**config.mk**
```make
export PLATFORM = sky130hd
export DESIGN_NAME = instr_fetch_unit
export DESIGN_NICKNAME = d
export VERILOG_FILES = /design/src/rtl/instr_fetch_unit.sv
export SDC_FILE = /design/constraint.sdc
export NUM_CORES = 1
export LEC_CHECK = 0
export BUFFER_PORTS_ARGS = -buffer_cell sky130_fd_sc_hd__clkbuf_2
export CORE_ASPECT_RATIO = 0.7
export CORE_MARGIN = 3
export CORE_UTILIZATION = 35
export DETAILED_ROUTE_END_ITERATION = 10
export GPL_ROUTABILITY_DRIVEN = 0
export PLACE_DENSITY = 0.65
export SYNTH_ARGS = -nofsm -noshare
export SYNTH_HDL_FRONTEND = slang
export SYNTH_SLANG_ARGS = --single-unit
export TNS_END_PERCENT = 100
```
**constraint.sdc**
```tcl
create_clock -name clk -period 6.69 [get_ports clk]
set_clock_uncertainty 0.15 [all_clocks]
set_input_delay 0.669 -clock clk [delete_from_list [all_inputs] [get_ports clk]]
set_output_delay 0.669 -clock clk [all_outputs]
set_load 0.03 [all_outputs]
```
**src/rtl/instr_fetch_unit.sv**
```systemverilog
// rtl/instr_fetch_unit.sv - LEGv8 fetch stage: PC, imem req/ack, instruction register, branch redirect
module instr_fetch_unit #(
    parameter logic [63:0] RESET_PC = 64'h0,
    parameter int          PC_W     = 64
) (
    input  logic            clk,
    input  logic            rst_n,
    output logic [PC_W-1:0] imem_addr,
    output logic            imem_req,
    input  logic            imem_ack,
    input  logic [31:0]     imem_rdata,
    output logic [31:0]     instr,
    output logic            instr_valid,
    input  logic            instr_ready,
    output logic [PC_W-1:0] instr_pc,
    output logic [25:0]     address,
    output logic [1:0]      seu,
    input  logic            branch_taken,
    input  logic [PC_W-1:0] branch_offset
);

    typedef enum logic [1:0] {
        S_IDLE = 2'd0,
        S_REQ  = 2'd1,
        S_HOLD = 2'd2
    } state_t;

    state_t          r_state;
    logic [PC_W-1:0] r_pc;
    logic [PC_W-1:0] r_target;
    logic            r_redirect_pending;
    logic            r_imem_req;
    logic [31:0]     r_instr;
    logic            r_instr_valid;
    logic [PC_W-1:0] r_instr_pc;
    logic [PC_W-1:0] w_target;
    logic [1:0]      w_seu;

    // Offset is in words; the shift drops bits 63:62, giving the mod-2^64 target.
    assign w_target = r_instr_pc + (branch_offset << 2);

    always_ff @(posedge clk) begin
        if (!rst_n) begin
            r_state            <= S_IDLE;
            r_pc               <= RESET_PC;
            r_target           <= '0;
            r_redirect_pending <= 1'b0;
            r_imem_req         <= 1'b0;
            r_instr            <= 32'h0;
            r_instr_valid      <= 1'b0;
            r_instr_pc         <= '0;
        end else begin
            case (r_state)
                S_IDLE: begin
                    r_state    <= S_REQ;
                    r_imem_req <= 1'b1;
                    if (branch_taken) begin
                        r_pc <= w_target;
                    end
                end
                S_REQ: begin
                    if (branch_taken) begin
                        // A fresh redirect supersedes both the returning word and any older target.
                        if (imem_ack) begin
                            r_pc               <= w_target;
                            r_redirect_pending <= 1'b0;
                        end else begin
                            r_target           <= w_target;
                            r_redirect_pending <= 1'b1;
                        end
                    end else if (imem_ack) begin
                        if (r_redirect_pending) begin
                            r_pc               <= r_target;
                            r_redirect_pending <= 1'b0;
                        end else begin
                            r_instr       <= imem_rdata;
                            r_instr_pc    <= r_pc;
                            r_pc          <= r_pc + 64'd4;
                            r_instr_valid <= 1'b1;
                            r_imem_req    <= 1'b0;
                            r_state       <= S_HOLD;
                        end
                    end
                end
                S_HOLD: begin
                    if (branch_taken) begin
                        r_pc          <= w_target;
                        r_instr_valid <= 1'b0;
                        r_imem_req    <= 1'b1;
                        r_state       <= S_REQ;
                    end else if (r_instr_valid && instr_ready) begin
                        r_instr_valid <= 1'b0;
                        r_imem_req    <= 1'b1;
                        r_state       <= S_REQ;
                    end
                end
                default: begin
                    r_state    <= S_IDLE;
                    r_imem_req <= 1'b0;
                end
            endcase
        end
    end

    always_comb begin
        w_seu = 2'b00;
        if (r_instr[31:26] == 6'b000101) begin
            w_seu = 2'b10;
        end else if (r_instr[31:25] == 7'b1011010) begin
            w_seu = 2'b11;
        end else if (r_instr[31:21] == 11'b11111000010 || r_instr[31:21] == 11'b11111000000) begin
            w_seu = 2'b01;
        end
    end

    assign imem_addr   = r_pc;
    assign imem_req    = r_imem_req;
    assign instr       = r_instr;
    assign instr_valid = r_instr_valid;
    assign instr_pc    = r_instr_pc;
    assign address     = r_instr[25:0];
    assign seu         = w_seu;

endmodule

```
# Yosys cells after proc, flatten, opt, wreduce, memory -nomap -nowiden
# Index checks and enable logic that the tools add are counted.
dict set report word_totals {
  register_bits 229
  mem_count 0
  latchBits 0
  romBits 0
  input_bits 101
  ramBits 0
}
dict set report op_classes {
  eq_ne 11
  n_reduce_logical 13
  bitwise 3
  n_mux 30
  div_mod_pow 0
  n_addsub 2
  n_shift 0
  order_cmp 0
  n_mul 0
}
# op n
set ops {}
lappend ops {{2-to-1 mux 64 bit} 5}
lappend ops {{one-hot mux 64 bit (2 select lines)} 1}
lappend ops {{adder 64 x 3 -> 64 bit (second input constant)} 1}
lappend ops {{adder 64 bit} 1}
lappend ops {{equality test 11 bit (second input constant)} 2}
lappend ops {{2-to-1 mux 1 bit} 14}
lappend ops {{2-to-1 mux 2 bit} 7}
lappend ops {{AND reduction 4 bit} 2}
lappend ops {{equality test 7 bit (second input constant)} 1}
lappend ops {{equality test 6 x 3 -> 1 bit (second input constant)} 1}
lappend ops {{!= test 2 bit (second input constant)} 3}
lappend ops {{one-hot mux 2 bit (3 select lines)} 1}
lappend ops {{AND reduction 3 bit} 2}
lappend ops {{nonzero test 2 bit} 3}
lappend ops {{AND reduction 5 bit} 1}
lappend ops {{!= test 3 bit (second input constant)} 1}
lappend ops {{NOT 1 bit} 3}
lappend ops {{one-hot mux 1 bit (3 select lines)} 1}
lappend ops {{equality test 2 x 1 -> 1 bit (second input constant)} 1}
lappend ops {{equality test 2 bit (second input constant)} 1}
lappend ops {{logical NOT 2 bit} 1}
lappend ops {{!= test 2 x 1 -> 1 bit (second input constant)} 1}
lappend ops {{one-hot mux 1 bit (2 select lines)} 1}
lappend ops {{AND reduction 2 bit} 1}
lappend ops {{3 further kinds} 3}

# Logic depth before layout (Yosys ltp)
dict set report depth {
  word_depth 5
  depth_mapped 12
}

# Worst setup path before layout
# Ideal clock, no wire load.
dict set report synth_path {
  path_kind {input -> register}
  from {input port branch_offset[12]}
  to {register r_pc[61], in the netlist imem_addr[61]}
  arrival_ns 2.984
  setup_slack_ns 3.460
  path_stages 12
  required_ns 6.445
  path_cell_list {ha_1 -> clkbuf_1 -> a21oi_1 -> o21ai_0 -> a31o_2 -> a21o_1 -> nor3_2 -> a21oi_2 -> a31o_2 -> a31oi_1 -> xor2_1 -> a221oi_1}
}
dict set report synth_via {
  elab_chain_len 4
  word_cells_on_any_way 5
}
# element line
set synth_lines {}
lappend synth_lines {{from (decl)} 19} ;# input logic [PC_W-1:0] branch_offset
lappend synth_lines {{adder 64 bit *} 40} ;# assign w_target = r_instr_pc + (branch_offset << 2);
lappend synth_lines {{2-to-1 mux 64 bit} 64} ;# if (imem_ack) begin
lappend synth_lines {{2-to-1 mux 64 bit} 62} ;# if (branch_taken) begin
lappend synth_lines {{one-hot mux 64 bit (2 select lines) *} 53} ;# case (r_state)
lappend synth_lines {{to (signal assigned)} 58} ;# r_pc <= w_target;
lappend synth_lines {{to (signal assigned)} 65} ;# r_pc <= w_target;
lappend synth_lines {{to (signal assigned)} 73} ;# r_pc <= r_target;
lappend synth_lines {{to (decl)} 29} ;# logic [PC_W-1:0] r_pc;
# Mark *: on every way between the ends. The rest lies on a longest branch, timed or not. The select of a mux whose other input is x is not followed.
# A chain may end at the register's enable or synchronous reset.

# Worst setup path after layout
dict set report layout_path {
  from {register r_instr_pc[26], in the netlist instr_pc[26]}
  to {register r_pc[61], in the netlist imem_addr[61]}
}
dict set report layout_via {
  elab_chain_len 4
  word_cells_on_any_way 5
}
# element line
set layout_lines {}
lappend layout_lines {{from (decl)} 35} ;# logic [PC_W-1:0] r_instr_pc;
lappend layout_lines {{from (signal assigned)} 77} ;# r_instr_pc <= r_pc;
lappend layout_lines {{adder 64 bit *} 40}
lappend layout_lines {{2-to-1 mux 64 bit} 64}
lappend layout_lines {{2-to-1 mux 64 bit} 62}
lappend layout_lines {{one-hot mux 64 bit (2 select lines) *} 53}
# Marks and branches as above.

==> results.md <==
* PostCTS Resize Cnt at 0
* Core ar. at 39110 µm²
* DR WL met2 at 20760 µm
* Die Y at 174.1 µm
* R2R cell count at 11
* Final instance area at 16650 µm²
* # IOs at 291
* Wire length on met3 at 5345 µm
* Top FF cell, synth: dfxtp_1
* Overall die width at 246.1 µm
* Placed insts at 2620
* Detailed-route via count at 14806
* Syn Inst Count at 1941
* Logic gate share of total power at 18.1%
* Root buffer cell: clkbuf_16
* Switch Pwr at 1.223 mW
* Vias in the first global route at 13524
* Layout area overhead at 17.91%
* Crit Path Class: flop to flop
* ANT cells at 0
* CP required at 6.98 ns
* Residual DRC at 0
* Slew Limit Fails at 0
* Outcome: completed
* Hold WC Path Type: primary input to flop
* Worst slew pin tran at 0.9089 ns
* Row count at 60
* Final period utilization at 64.78%
* CTS tree: done
* Final nets at 2286
* Crit-path cells: ha_1, nand4_1, nor4_1, nand3_1, a211oi_1, nor3_2, a21oi_2, a31o_2, a31oi_1, xor2_1, a221oi_1
* First-pass GRT wire length at 76040 µm
* Worst reg2reg endpoint: imem_addr[61]
* Setup slack, reg-to-reg at 2.36 ns
* Share of power burned in the clock network at 41.7%
* Tot Pwr at 3.864 mW
* RSZ-0062 raised after global routing: no
* Clock transition at path regs at 0.06 ns
* Clock Path Buffers at 3
* Post-synthesis net count at 2105
* Wire per inst at 18.68 µm
* Synth warn at 0
* Layout filler cell count at 3994
* Initial antenna violation count at 0
* Hold path startpoint: imem_rdata[0]
* Drt pass-1 iters at 6
* Final WS setup at 2.356 ns
* Register area share after synthesis at 32.46%
* Syn Area/Cell at 7.277 µm²
* Power Dens Cells at 232.0 nW/µm²
* Int Power at 2.640 mW
* Die ar. at 42840 µm²
* Maximum vdd ir drop at 0.1693 mV
* Async SR Flop Fraction at 0%
* CTS buffer count at 27
* Smallest hold slack at 0.1917 ns
* Most common cell after layout, fill and taps aside: nand2_1
* Gr usage total at 22.03%
* Worst-Skew Late Latency at 0.56 ns
* Sum Neg Setup Slack at 0 ns
* Switching Fraction at 31.66%
* Min-Delay Endpoint: instr[0]
* R2R Path Start: instr_pc[26]
* Detail Placement HPWL at 35830 µm
* DRT antenna net count at 0
* CP Capture Type: flop
* Buf+Inv Stages, Crit Path at 0
* Fin crit period at 4.334 ns
* Pre-CTS WS at 2.153 ns
* Avg Vias per Cell at 5.554
* I/O Buffers at 288
* Crit-path leading delay family: compound AO/OA/AOI/OAI gates
* Met1 wire length at 22960 µm
* Max-cap check violation count at 0
* Headroom to the max-slew limit at 39.18%
* Seq cells post-synth at 229
* P_leak at 6.815 nW
* Pin count of the biggest net entering global routing at 86
* Distinct cell type count after synthesis at 74
* Clk sink count at 229
* Layout cells sized above 1 at 17.95%
* Count of non-filler cells in the finished layout at 2666
* EDFF count, synth at 0
* Finished Core Util at 42.58%
* Cell Area, Synth at 14120 µm²
* Initial drt markers at 1437
* Final wirelength at 49790 µm
* CP Data Arrival Time at 4.62 ns
* Hold Path Depth at 3
* Critical path peak fanout at 8
* Top Layer Used: met4
* Placed cell area at 15710 µm²
* Setup Buffers After CTS at 0
* Critical path launch point type: flop
* Initial core utilization at 36.11%
* Most frequent cells in the layout: nand2_1, clkbuf_2, a21oi_1, dfxtp_1, nor2_1
* Worst path max stage delay at 0.81 ns
* Total gr overflow at 0
* Slowest cell on crit path: nor4_1
* Hold Fails Final Rpt at 0
* Hold buffer count at CTS at 0
* Final setup viols at 0
* Sequential share of power at 40.2%
* H-tree Lvls at 1
* Max Clk Rate at 230.7 MHz
[per-layer routing]
layer | vias to the layer above | track usage (%)
met1 | 6943 | 32.63
met3 | 51 | 5.675
met2 | 686 | 32.35
li1 | 7126 | -
met5 | - | 0
met4 | 0 | 3.663
[flip-flops by register name (all words and copies together), names as in the netlist]
name	count
instr_pc	64
imem_req	1
instr	32
r_target	64
imem_addr	64
r_redirect_pending	1
instr_valid	1
r_state	2
[final cells by class]
type,instances,area [µm²],share of cell area [%]
Sequential cell,229,4588,27.55
Multi-Input combinational cell,1531,8778,52.71
Tap cell,527,659.4,3.959
Inverter,27,106.4,0.6386
Clock inverter,11,190.2,1.142
Clock buffer,35,755.7,4.538
Timing Repair Buffer,306,1577,9.466
[kinds of logic (layout without fill, tap and decap cells)]
group | count (synthesis) | count (layout) | share of synthesized area (%)
and+or+nand+nor | 794 | 794 | 25.09
AOI/OAI and AO/OA | 548 | 548 | 23.21
DFF | 229 | 229 | 32.46
buffers and inverters | 181 | 379 | 5.687
xor gates and xnor gates | 113 | 113 | 7.007
adders and majority gates | 63 | 63 | 5.634
muxes | 13 | 13 | 0.9212
[tightest hold or removal path, cell delays in order]
cell	delay [ns]
clkbuf_2	0.08
nand2_1	0.04
a21oi_1	0.05
[worst max-delay path by stage]
stage / start / end / cells after the start
final: instr_pc[26] / imem_addr[61] / 11
after global routing: instr_pc[26] / imem_addr[61] / 11
after CTS: instr_pc[26] / imem_addr[61] / 11
after detailed placement: branch_offset[24] / imem_addr[61] / 12
after global placement: branch_offset[22] / imem_addr[61] / 12
after floorplan: branch_offset[12] / imem_addr[61] / 12
[Yosys cell counts (30+ instances only)]
master	instances	area, µm²
nand3_1	49	245.2
a21o_1	32	240.2
ha_1	62	775.7
xnor2_1	59	516.8
o21ai_0	102	510.5
a21oi_1	244	1221
nand2_1	433	1625
buf_4	30	225.2
nand4_1	36	225.2
dfxtp_1	229	4584
nor2_1	157	589.3
xor2_1	54	473.0
clkbuf_1	108	405.4
[power groups by stage]
stage	Sequential, mW	Combinational (mW)	Clock (mW)
3_5_place_dp	1.58	0.692	0
2_1_floorplan	1.65	0.388	0
3_3_place_gp	1.58	0.682	0
5_1_grt	1.57	0.762	1.70
4_1_cts	1.55	0.696	1.64
6_report	1.55	0.699	1.61
No activity file was read; power rests on OpenSTA's default activity.
